<file path="src/rtl/core_mem_requester_if.sv">
// ---------------------------------------------------------------------------
// core_mem_requester_if
//
// Shared-memory bus as seen by one core's requester: arbitration (req/gnt
// tagged with core_id) plus the memory responder's single-cycle read/write
// strobe interface.
//
// Signals:
//   req        requester -> arbiter  bus request
//   gnt        arbiter -> requester  bus grant (held while req is high)
//   core_id    requester -> arbiter  identifier of the requesting core
//   opcode     requester -> memory   4'h1 read, 4'h2 write
//   addr       requester -> memory   access address
//   data_in    requester -> memory   write data
//   write_en   requester -> memory   single-cycle write strobe
//   read_en    requester -> memory   single-cycle read strobe
//   data_out   memory -> requester   read data
//   valid_out  memory -> requester   read data valid
//
// Modports:
//   master  the core-side requester
//   slave   the arbiter / memory side
// ---------------------------------------------------------------------------
interface core_mem_requester_if #(
    parameter int ADDR_WIDTH = 11,
    parameter int DATA_WIDTH = 8
);
    logic                  req;
    logic                  gnt;
    logic [1:0]            core_id;
    logic [3:0]            opcode;
    logic [ADDR_WIDTH-1:0] addr;
    logic [DATA_WIDTH-1:0] data_in;
    logic                  write_en;
    logic                  read_en;
    logic [DATA_WIDTH-1:0] data_out;
    logic                  valid_out;

    modport master (
        output req, core_id, opcode, addr, data_in, write_en, read_en,
        input  gnt, data_out, valid_out
    );

    modport slave (
        input  req, core_id, opcode, addr, data_in, write_en, read_en,
        output gnt, data_out, valid_out
    );
endinterface

</file>
<file path="src/rtl/core_mem_requester.sv">
// ---------------------------------------------------------------------------
// core_mem_requester
//
// Core-side initiator for the shared-memory bus. Accepts one command at a
// time from a core, arbitrates for the bus, performs a single-cycle read or
// write access, waits for read data, and returns the result over a
// valid/ready response channel. One instance per core.
//
// Parameters:
//   ADDR_WIDTH      memory address width
//   DATA_WIDTH      memory data width
//   CORE_ID         2-bit identifier driven on core_id while requesting
//   TIMEOUT_CYCLES  read-wait limit in cycles (only with REQ_TIMEOUT_EN)
//
// Ports:
//   clk          system clock, rising edge
//   reset_n      asynchronous active-low reset
//   cmd_valid    core command valid
//   cmd_ready    requester can accept a command
//   cmd_opcode   4'h1 read, 4'h2 write, anything else is illegal
//   cmd_addr     command address
//   cmd_wdata    command write data
//   rsp_valid    response valid
//   rsp_ready    core accepts response
//   rsp_data     read data (0 for writes and errors)
//   rsp_err      illegal opcode or read timeout
//   bus          shared-memory bus, master side
//
// Build option:
//   REQ_TIMEOUT_EN  when defined, a read that gets no valid_out within
//                   TIMEOUT_CYCLES cycles of waiting completes with rsp_err.
//                   When undefined the read wait is unbounded.
//
// All outputs are registered: each output register is loaded from the
// next-state value, so outputs always reflect the current state.
// ---------------------------------------------------------------------------
module core_mem_requester #(
    parameter int         ADDR_WIDTH     = 11,
    parameter int         DATA_WIDTH     = 8,
    parameter logic [1:0] CORE_ID        = 2'd0,
    parameter int         TIMEOUT_CYCLES = 16
) (
    input  logic                  clk,
    input  logic                  reset_n,

    input  logic                  cmd_valid,
    output logic                  cmd_ready,
    input  logic [3:0]            cmd_opcode,
    input  logic [ADDR_WIDTH-1:0] cmd_addr,
    input  logic [DATA_WIDTH-1:0] cmd_wdata,

    output logic                  rsp_valid,
    input  logic                  rsp_ready,
    output logic [DATA_WIDTH-1:0] rsp_data,
    output logic                  rsp_err,

    core_mem_requester_if.master  bus
);

    localparam logic [2:0] ST_IDLE    = 3'd0;
    localparam logic [2:0] ST_REQ     = 3'd1;
    localparam logic [2:0] ST_ACCESS  = 3'd2;
    localparam logic [2:0] ST_WAIT_RD = 3'd3;
    localparam logic [2:0] ST_RESP    = 3'd4;

    localparam logic [3:0] OP_READ  = 4'h1;
    localparam logic [3:0] OP_WRITE = 4'h2;

    logic [2:0]            state_q;
    logic [2:0]            state_d;

    // Captured command.
    logic [3:0]            op_q;
    logic [ADDR_WIDTH-1:0] addr_q;
    logic [DATA_WIDTH-1:0] wdata_q;

    // Command as it will be held after this edge (bypasses the capture
    // registers on the accept cycle so REQ outputs are correct at once).
    logic [3:0]            op_d;
    logic [ADDR_WIDTH-1:0] addr_d;
    logic [DATA_WIDTH-1:0] wdata_d;

    logic                  cmd_fire;
    logic                  op_legal;
    logic                  rsp_err_d;
    logic [DATA_WIDTH-1:0] rsp_data_d;
    logic                  bus_busy_d;
    logic                  rd_wait_to;

    assign cmd_fire = (state_q == ST_IDLE) && cmd_valid && cmd_ready;
    assign op_legal = (cmd_opcode == OP_READ) || (cmd_opcode == OP_WRITE);

    assign op_d    = cmd_fire ? cmd_opcode : op_q;
    assign addr_d  = cmd_fire ? cmd_addr   : addr_q;
    assign wdata_d = cmd_fire ? cmd_wdata  : wdata_q;

`ifdef REQ_TIMEOUT_EN
    localparam int TO_W = (TIMEOUT_CYCLES > 1) ? $clog2(TIMEOUT_CYCLES) : 1;
    localparam logic [TO_W-1:0] TO_LAST = TO_W'(TIMEOUT_CYCLES - 1);

    logic [TO_W-1:0] to_cnt_q;

    // Counts WAIT_RD cycles; zero on the first WAIT_RD cycle.
    always_ff @(posedge clk or negedge reset_n) begin
        if (!reset_n) begin
            to_cnt_q <= '0;
        end else if (state_q == ST_WAIT_RD) begin
            to_cnt_q <= to_cnt_q + 1'b1;
        end else begin
            to_cnt_q <= '0;
        end
    end

    assign rd_wait_to = (to_cnt_q == TO_LAST);
`else
    logic unused_timeout_cfg;
    assign unused_timeout_cfg = (TIMEOUT_CYCLES > 0);
    assign rd_wait_to         = 1'b0;
`endif

    // NOTE: every signal assigned in this block gets a default first, so no
    // path through the case statement leaves one unassigned (no latches).
    always_comb begin
        state_d    = state_q;
        rsp_err_d  = rsp_err;
        rsp_data_d = rsp_data;

        case (state_q)
            ST_IDLE: begin
                if (cmd_fire) begin
                    if (op_legal) begin
                        state_d = ST_REQ;
                    end else begin
                        state_d    = ST_RESP;
                        rsp_err_d  = 1'b1;
                        rsp_data_d = '0;
                    end
                end
            end

            ST_REQ: begin
                if (bus.gnt) begin
                    state_d = ST_ACCESS;
                end
            end

            ST_ACCESS: begin
                // Grant and any valid_out are ignored here.
                if (op_q == OP_WRITE) begin
                    state_d    = ST_RESP;
                    rsp_err_d  = 1'b0;
                    rsp_data_d = '0;
                end else begin
                    state_d = ST_WAIT_RD;
                end
            end

            ST_WAIT_RD: begin
                // Data arriving on the last allowed cycle still wins.
                if (bus.valid_out) begin
                    state_d    = ST_RESP;
                    rsp_err_d  = 1'b0;
                    rsp_data_d = bus.data_out;
                end else if (rd_wait_to) begin
                    state_d    = ST_RESP;
                    rsp_err_d  = 1'b1;
                    rsp_data_d = '0;
                end
            end

            ST_RESP: begin
                if (rsp_ready) begin
                    state_d    = ST_IDLE;
                    rsp_err_d  = 1'b0;
                    rsp_data_d = '0;
                end
            end

            default: begin
                state_d    = ST_IDLE;
                rsp_err_d  = 1'b0;
                rsp_data_d = '0;
            end
        endcase
    end

    assign bus_busy_d = (state_d == ST_REQ) || (state_d == ST_ACCESS) ||
                        (state_d == ST_WAIT_RD);

    // NOTE: sequential state uses non-blocking assignments so every register
    // samples pre-edge values regardless of statement order.
    always_ff @(posedge clk or negedge reset_n) begin
        if (!reset_n) begin
            state_q <= ST_IDLE;
        end else begin
            state_q <= state_d;
        end
    end

    // The captured command is reset as well; it is a handful of flops, not a
    // memory array, and a known value keeps the bus outputs clean.
    always_ff @(posedge clk or negedge reset_n) begin
        if (!reset_n) begin
            op_q    <= '0;
            addr_q  <= '0;
            wdata_q <= '0;
        end else if (cmd_fire) begin
            op_q    <= cmd_opcode;
            addr_q  <= cmd_addr;
            wdata_q <= cmd_wdata;
        end
    end

    // Registered outputs, decoded from the next state. Reset is asynchronous
    // so req and the strobes drop the moment reset_n falls.
    always_ff @(posedge clk or negedge reset_n) begin
        if (!reset_n) begin
            cmd_ready    <= 1'b0;
            rsp_valid    <= 1'b0;
            rsp_err      <= 1'b0;
            rsp_data     <= '0;
            bus.req      <= 1'b0;
            bus.core_id  <= 2'b0;
            bus.opcode   <= 4'h0;
            bus.addr     <= '0;
            bus.data_in  <= '0;
            bus.write_en <= 1'b0;
            bus.read_en  <= 1'b0;
        end else begin
            cmd_ready    <= (state_d == ST_IDLE);
            rsp_valid    <= (state_d == ST_RESP);
            rsp_err      <= rsp_err_d;
            rsp_data     <= rsp_data_d;
            bus.req      <= bus_busy_d;
            bus.core_id  <= bus_busy_d ? CORE_ID : 2'b0;
            bus.opcode   <= bus_busy_d ? op_d : 4'h0;
            bus.addr     <= ((state_d == ST_ACCESS) || (state_d == ST_WAIT_RD))
                            ? addr_d : '0;
            bus.data_in  <= ((state_d == ST_ACCESS) && (op_d == OP_WRITE))
                            ? wdata_d : '0;
            bus.write_en <= (state_d == ST_ACCESS) && (op_d == OP_WRITE);
            bus.read_en  <= (state_d == ST_ACCESS) && (op_d == OP_READ);
        end
    end

endmodule
</file>
<file path="src/flat_wrapper.sv">
// flat-port wrapper written by rule: the top's interface ports become plain ports
module core_mem_requester_flat 
#(
    parameter int         ADDR_WIDTH     = 11,
    parameter int         DATA_WIDTH     = 8,
    parameter logic [1:0] CORE_ID        = 2'd0,
    parameter int         TIMEOUT_CYCLES = 16
)
  (clk, reset_n, cmd_valid, cmd_ready, cmd_opcode, cmd_addr, cmd_wdata, rsp_valid, rsp_ready, rsp_data, rsp_err, bus_req, bus_core_id, bus_opcode, bus_addr, bus_data_in, bus_write_en, bus_read_en, bus_gnt, bus_data_out, bus_valid_out);
  core_mem_requester_if #(.ADDR_WIDTH(ADDR_WIDTH), .DATA_WIDTH(DATA_WIDTH)) bus_i ();
  input  logic clk;
  input  logic reset_n;
  input  logic cmd_valid;
  output logic cmd_ready;
  input  logic [3:0] cmd_opcode;
  input  logic [ADDR_WIDTH-1:0] cmd_addr;
  input  logic [DATA_WIDTH-1:0] cmd_wdata;
  output logic rsp_valid;
  input  logic rsp_ready;
  output logic [DATA_WIDTH-1:0] rsp_data;
  output logic rsp_err;
  output wire logic [$bits(bus_i.req)-1:0] bus_req;
  output wire logic [$bits(bus_i.core_id)-1:0] bus_core_id;
  output wire logic [$bits(bus_i.opcode)-1:0] bus_opcode;
  output wire logic [$bits(bus_i.addr)-1:0] bus_addr;
  output wire logic [$bits(bus_i.data_in)-1:0] bus_data_in;
  output wire logic [$bits(bus_i.write_en)-1:0] bus_write_en;
  output wire logic [$bits(bus_i.read_en)-1:0] bus_read_en;
  input wire logic [$bits(bus_i.gnt)-1:0] bus_gnt;
  input wire logic [$bits(bus_i.data_out)-1:0] bus_data_out;
  input wire logic [$bits(bus_i.valid_out)-1:0] bus_valid_out;
  assign bus_req = bus_i.req;
  assign bus_core_id = bus_i.core_id;
  assign bus_opcode = bus_i.opcode;
  assign bus_addr = bus_i.addr;
  assign bus_data_in = bus_i.data_in;
  assign bus_write_en = bus_i.write_en;
  assign bus_read_en = bus_i.read_en;
  assign bus_i.gnt = bus_gnt;
  assign bus_i.data_out = bus_data_out;
  assign bus_i.valid_out = bus_valid_out;
  core_mem_requester #(.ADDR_WIDTH(ADDR_WIDTH), .DATA_WIDTH(DATA_WIDTH), .CORE_ID(CORE_ID), .TIMEOUT_CYCLES(TIMEOUT_CYCLES)) u_core (.clk(clk), .reset_n(reset_n), .cmd_valid(cmd_valid), .cmd_ready(cmd_ready), .cmd_opcode(cmd_opcode), .cmd_addr(cmd_addr), .cmd_wdata(cmd_wdata), .rsp_valid(rsp_valid), .rsp_ready(rsp_ready), .rsp_data(rsp_data), .rsp_err(rsp_err), .bus(bus_i));
endmodule
</file>
<file path="config.mk">
export PLATFORM = sky130hd
export DESIGN_NAME = core_mem_requester_flat
export DESIGN_NICKNAME = d
export VERILOG_FILES = /design/src/rtl/core_mem_requester_if.sv /design/src/rtl/core_mem_requester.sv /design/src/flat_wrapper.sv
export SDC_FILE = /design/constraint.sdc
export NUM_CORES = 1
export LEC_CHECK = 0
export ABC_AREA = 1
export ABC_CLOCK_PERIOD_IN_PS = 1510
export BUFFER_PORTS_ARGS = -buffer_cell sky130_fd_sc_hd__buf_4
export CORE_UTILIZATION = 46
export CTS_CLUSTER_SIZE = 14
export DETAILED_ROUTE_END_ITERATION = 6
export PLACE_DENSITY = 0.75
export SYNTH_ARGS = -nofsm -noshare
export SYNTH_HDL_FRONTEND = slang
export SYNTH_SLANG_ARGS = --single-unit
</file>
<file path="constraint.sdc">
create_clock -name clk -period 1.51 [get_ports clk]
set_input_delay 0.302 -clock clk [delete_from_list [all_inputs] [get_ports clk]]
set_output_delay 0.302 -clock clk [all_outputs]
set_load 0.01 [all_outputs]
</file>
==> Yosys cells after proc, flatten, opt, wreduce, memory -nomap -nowiden <==
Index checks and enable logic that the tools add are counted.
{ "totals": {"reg_bits": 63, "in_bits": 37, "elab_cells": 69} }
{ "op_classes": {"n_eq_ne": 18, "mux": 25, "bitwise_logic": 1, "reduce_logical": 11} }
{ "op_table": {"columns": ["op", "n"], "rows": [
  ["$mux 8", 7],
  ["$pmux 8 s5", 1],
  ["$mux 11", 2],
  ["$mux 3", 6],
  ["$pmux 3 s5", 1],
  ["$eq 3x2->1 const B", 4],
  ["$eq 4x2->1 const B", 3],
  ["$eq 4x1->1 const B", 2],
  ["$mux 4", 2],
  ["$eq 3x1->1 const B", 2],
  ["$eq 3x3->1 const B", 2],
  ["$logic_not 3->1", 2],
  ["$ne 2x2->1 const B", 3],
  ["$reduce_and 6->1", 1],
  ["$mux 1", 5],
  ["$pmux 1 s5", 1],
  ["$logic_and 1x1->1", 4],
  ["$logic_or 1x1->1", 4],
  ["$ne 2x1->1 const B", 2],
  ["$not 1->1", 1]
]} }

==> Logic depth before layout (Yosys ltp) <==
{ "depth": {"word_depth": 9, "mapped_depth": 10, "mapped_depth_nobuf": 9} }

==> Worst setup path before layout <==
Ideal clock, no wire load.
{ "synth_timing": {"path_kind": "flip-flop to flip-flop", "startpoint": "reg u_core.state_q[0]", "endpoint": "reg u_core.rsp_data[6]", "arrival_ns": 1.313, "setup_slack_ns": 0.079, "stages_incl_launch_ff": 10, "period_less_slack_ns": 1.431, "cell_sequence": "dfrtp_1 nor2_4 nand2_4 nor2_4 nand2_2 nand2_1 nand2_4 buf_12 nand2_1 o21ai_2"} }
{ "synth_between": {"elab_chain_cells": 5, "elab_cells_between_ends": 15, "classes_between": "9 x eq/ne; 1 x mux; 1 x bitwise; 4 x reduce/logical"} }
{ "synth_rtl": {"columns": ["element", "line_no", "rtl"], "rows": [
  ["start: declaration", "core_mem_requester.sv:69", "logic [2:0] state_q;"],
  ["start signal: assignment", "core_mem_requester.sv:196", "state_q <= state_d;"],
  ["$logic_not 3->1", "core_mem_requester.sv:90, core_mem_requester.sv:128", null],
  ["$logic_and 1x1->1 (2 in series)", "core_mem_requester.sv:90", "assign cmd_fire = (state_q == ST_IDLE) && cmd_valid && cmd_ready;"],
  ["$ne 2x1->1 (no source line)", null, null],
  ["$reduce_and 6->1 (no source line)", null, null],
  ["end signal: assignment", "core_mem_requester.sv:233", "rsp_data <= rsp_data_d;"],
  ["end: declaration", "core_mem_requester.sv:54", "output logic [DATA_WIDTH-1:0] rsp_data,"]
]} }
Several ways; a longest one is shown, not always the timed one.
A chain may end at the register's enable or synchronous reset.

==> Final worst setup path <==
{ "layout_timing": {"startpoint": "reg u_core.state_q[0]", "endpoint": "reg u_core.rsp_data[4]"} }
The elaborated chain is that of the path after synthesis.

==> results.md <==
* Status: completed
* Cells after Synth at 263
* Fraction of registers with async set or reset after synthesis at 1.000
* Most frequent cells in the layout: buf_4, nand2_1, dfrtp_1
* Worst R2R Path Depth at 8
* CP max stage cell: dfrtp_1
* Multi-input gate area at 908.4 um^2
* Max rail drop VDD at 0.9764 mV
* FF+latch area at about 1600 um^2
* Final ANT Viol Nets at 0
* Vias in the first global route at roughly 1900
* Register share of total power at 0.363
* CTS buffer count at 9
* Gate power share at 0.449
* RSZ-0062 raised after global routing: true
* Routed Wire Length at approximately 5400 um
* Sequential area share after synthesis at 0.6219
* Setup WS pre-CTS at 4.865 ps
* CTS Sinks at 63
* Hold Vio Cnt, Final at 0
* Die Ht at 76.24 um
* Vias at about 2000
* Starting Density at 0.4870
* Clock power frac at 0.188
* Worst hold margin at 192.5 ps
* Die ar. at 5812 um^2
* R2R Path End: u_core.rsp_data[4]$_DFFE_PN0P_
* Total Power at 6.822 mW
* Critical path origin: u_core.state_q[0]$_DFF_PN0_
* P per Cell Area at 1881 nW/um^2
* Setup WS post-layout at 30.18 ps
* Syn Area/Cell at 9.639 um^2
* H-tree Lvls at 3
* Most frequently used flop master after synthesis: dfrtp_1
* Sw frac at 0.3853
* Crit Path Category: reg2reg
* PortBufs at 73
* Leakage at 2.019 nW
* Ratio of cells with drive above 1 in the final layout at 0.4481
* Hold_sp: cmd_addr[10]
* Setup slack, reg-to-reg at 30 ps
* Period minus WS final at around 1500 ps
* DR WL/cell at about 12 um
* Warnings from Yosys at 0
* Synth cell types at 24
* Placed Area at about 3300 um^2
* Post-route cell area at 3627 um^2
* Final #Nets at a little under 400
* Detailed Place HPWL at 3636 um
* Worst Clk Skew at 9.250 ps
* GR Util All Layers at 0.1915
* CP dominant cell by count: nand2_4
* Yosys reg bits at 63
* Max Slew Vio Count at 0
* Avg Vias per Cell at 4.525
* Internal power at 4.194 mW
* NetSw at 2.629 mW
* Pin count of the biggest net entering global routing at 36
* Critical Path Fanout Max at 9
* CORE AREA at ~5200 um^2
* # diodes at 0
* I/O pin count at 76
* DR iter-0 viols at 54
* Total gr overflow at 0
* CP Data Required Time at 1730 ps
* Crit-path cells: nor2_4 -> nand2_4 -> nor2_4 -> nand2_4 -> nand2_4 -> nand2_8 -> nand2_1 -> o21ai_2
* Hold Path Class: in2reg
* Max cap viols at 0
* CP arrival at 1700 ps
* Worst setup EP type: register
* CP Launch Type: register
* Deepest clock path buffer count at 2
* Die X at 76.24 um
* Reg2reg start: u_core.state_q[0]$_DFF_PN0_
* TritonCTS clock tree: yes
* Clock-pin slew on the worst setup and hold paths at approximately 70 ps
* # rows at 26
* DRT Pass-1 Iters at 4
* Placer's final routability congestion estimate at 0.7908
* Final Cycle Share at 0.9800
* Root Driver: clkbuf_8
* Global-route wire length before repair at approximately 8600 um
* EDFF count, synth at 0
* CP endpoint: u_core.rsp_data[4]$_DFFE_PN0P_
* Residual DRC count at 0
* Most common cell after layout, fill and taps aside: buf_4
* Fillers at 425
* Achievable Freq at 0.6758 GHz
* Synth Cell Area at 2535 um^2
* Layout area overhead at 43.09%
* Final Setup Violations at 0
* Max stage delay on crit path at 430 ps
* Antenna violations before repair at 0
* Clock latency on the worst-skew pair at approximately 330 ps
-- cell usage after synthesis (4+ instances only) --
cell type / number / area share
nand3_1: 6 / 0.012
nand2_1: 86 / 0.13
nor2_4: 4 / 0.018
dfrtp_1: 63 / 0.62
nand2_2: 4 / 0.0099
or2_2: 6 / 0.015
nor2_1: 20 / 0.030
o21ai_0: 7 / 0.014
buf_4: 4 / 0.012
inv_1: 36 / 0.053
nand4_1: 5 / 0.012
o21ai_2: 8 / 0.028
-- repair_timing --
| item | in CTS | in global routing |
|---|---|---|
| setup buffers | 0 | 1 |
| cloned | 0 | 1 |
| endpoints found under the setup margin | 3 | 40 |
| hold buffers | 1 | 0 |
| resized for setup | 1 | 49 |
| pin swaps | 0 | 8 |
| hold endpoints to repair | 28 | 0 |
-- per-stage QoR --
stage,std cells,setup TNS [ps],utilization
final,436,0,0.6969
after global routing,436,-1072,0.6969
after CTS,434,0,0.6637
after detailed placement,417,0,0.6269
after global placement,417,0,0.6269
after floorplan,264,0,-
-- worst min-delay path by stage --
stage | end | cells after the start
2_1_floorplan | u_core.addr_q[0]$_DFF_PN0_ | 0
3_3_place_gp | u_core.bus.opcode[1]$_DFF_PN0_ | 1
3_5_place_dp | u_core.bus.req$_DFF_PN0_ | 1
4_1_cts | u_core.addr_q[3]$_DFF_PN0_ | 3
5_1_grt | u_core.addr_q[8]$_DFF_PN0_ | 3
6_report | u_core.addr_q[10]$_DFF_PN0_ | 3
-- routing by layer --
layer / wire length [um] / vias to the layer above / global-route usage
li1: - / 984 / -
met5: 0 / - / 0
met2: 2726 / 49 / 0.3072
met4: 114 / 0 / 0.1038
met3: 231 / 11 / 0.04311
met1: 2349 / 929 / 0.2412
-- sequential cells by signal, summed over array words and instances, names as in the netlist --
register and cells:
u_core.bus.data_in 8, u_core.state_q 3, u_core.bus.addr 11, u_core.addr_q 11, u_core.rsp_valid 1, u_core.bus.read_en 1
u_core.rsp_err 1, u_core.bus.req 1, u_core.cmd_ready 1, u_core.bus.write_en 1, u_core.bus.opcode 4, u_core.op_q 4
u_core.wdata_q 8, u_core.rsp_data 8
-- kinds of logic after synthesis --
| logic type | Yosys count | share of synthesized area |
|---|---|---|
| compound gates | 16 | 0.04343 |
| buf+inv | 45 | 0.08292 |
| flops | 63 | 0.6219 |
| other cells | 1 | 0.001479 |
| simple gates | 138 | 0.2502 |
-- final cells by class --
cell class / count / area share
Multi-Input combinational cell: 157 / 0.2504
Tap cell: 70 / 0.02415
Clock buffer: 13 / 0.04381
Inverter: 37 / 0.03898
Sequential cell: 63 / 0.4346
Timing Repair Buffer: 93 / 0.2032
Clock inverter: 3 / 0.004829
-- critical path: cells and delay by family, from the launching register on --
kind / cells / cell delay (ps)
and+or+nand+nor: 7 / 890
DFF: 1 / 430
AOI/OAI and AO/OA: 1 / 50
-- power by group through the flow --
stage	sequential [mW]	combinational, mW	clock (mW)
floorplan	2.58	1.46	0
detailed placement	2.47	2.53	0
finish	2.48	3.06	1.28
global route	2.54	3.36	1.39
CTS	2.44	2.56	1.31
global placement	2.47	2.46	0
No activity file was read; power rests on OpenSTA's default activity.
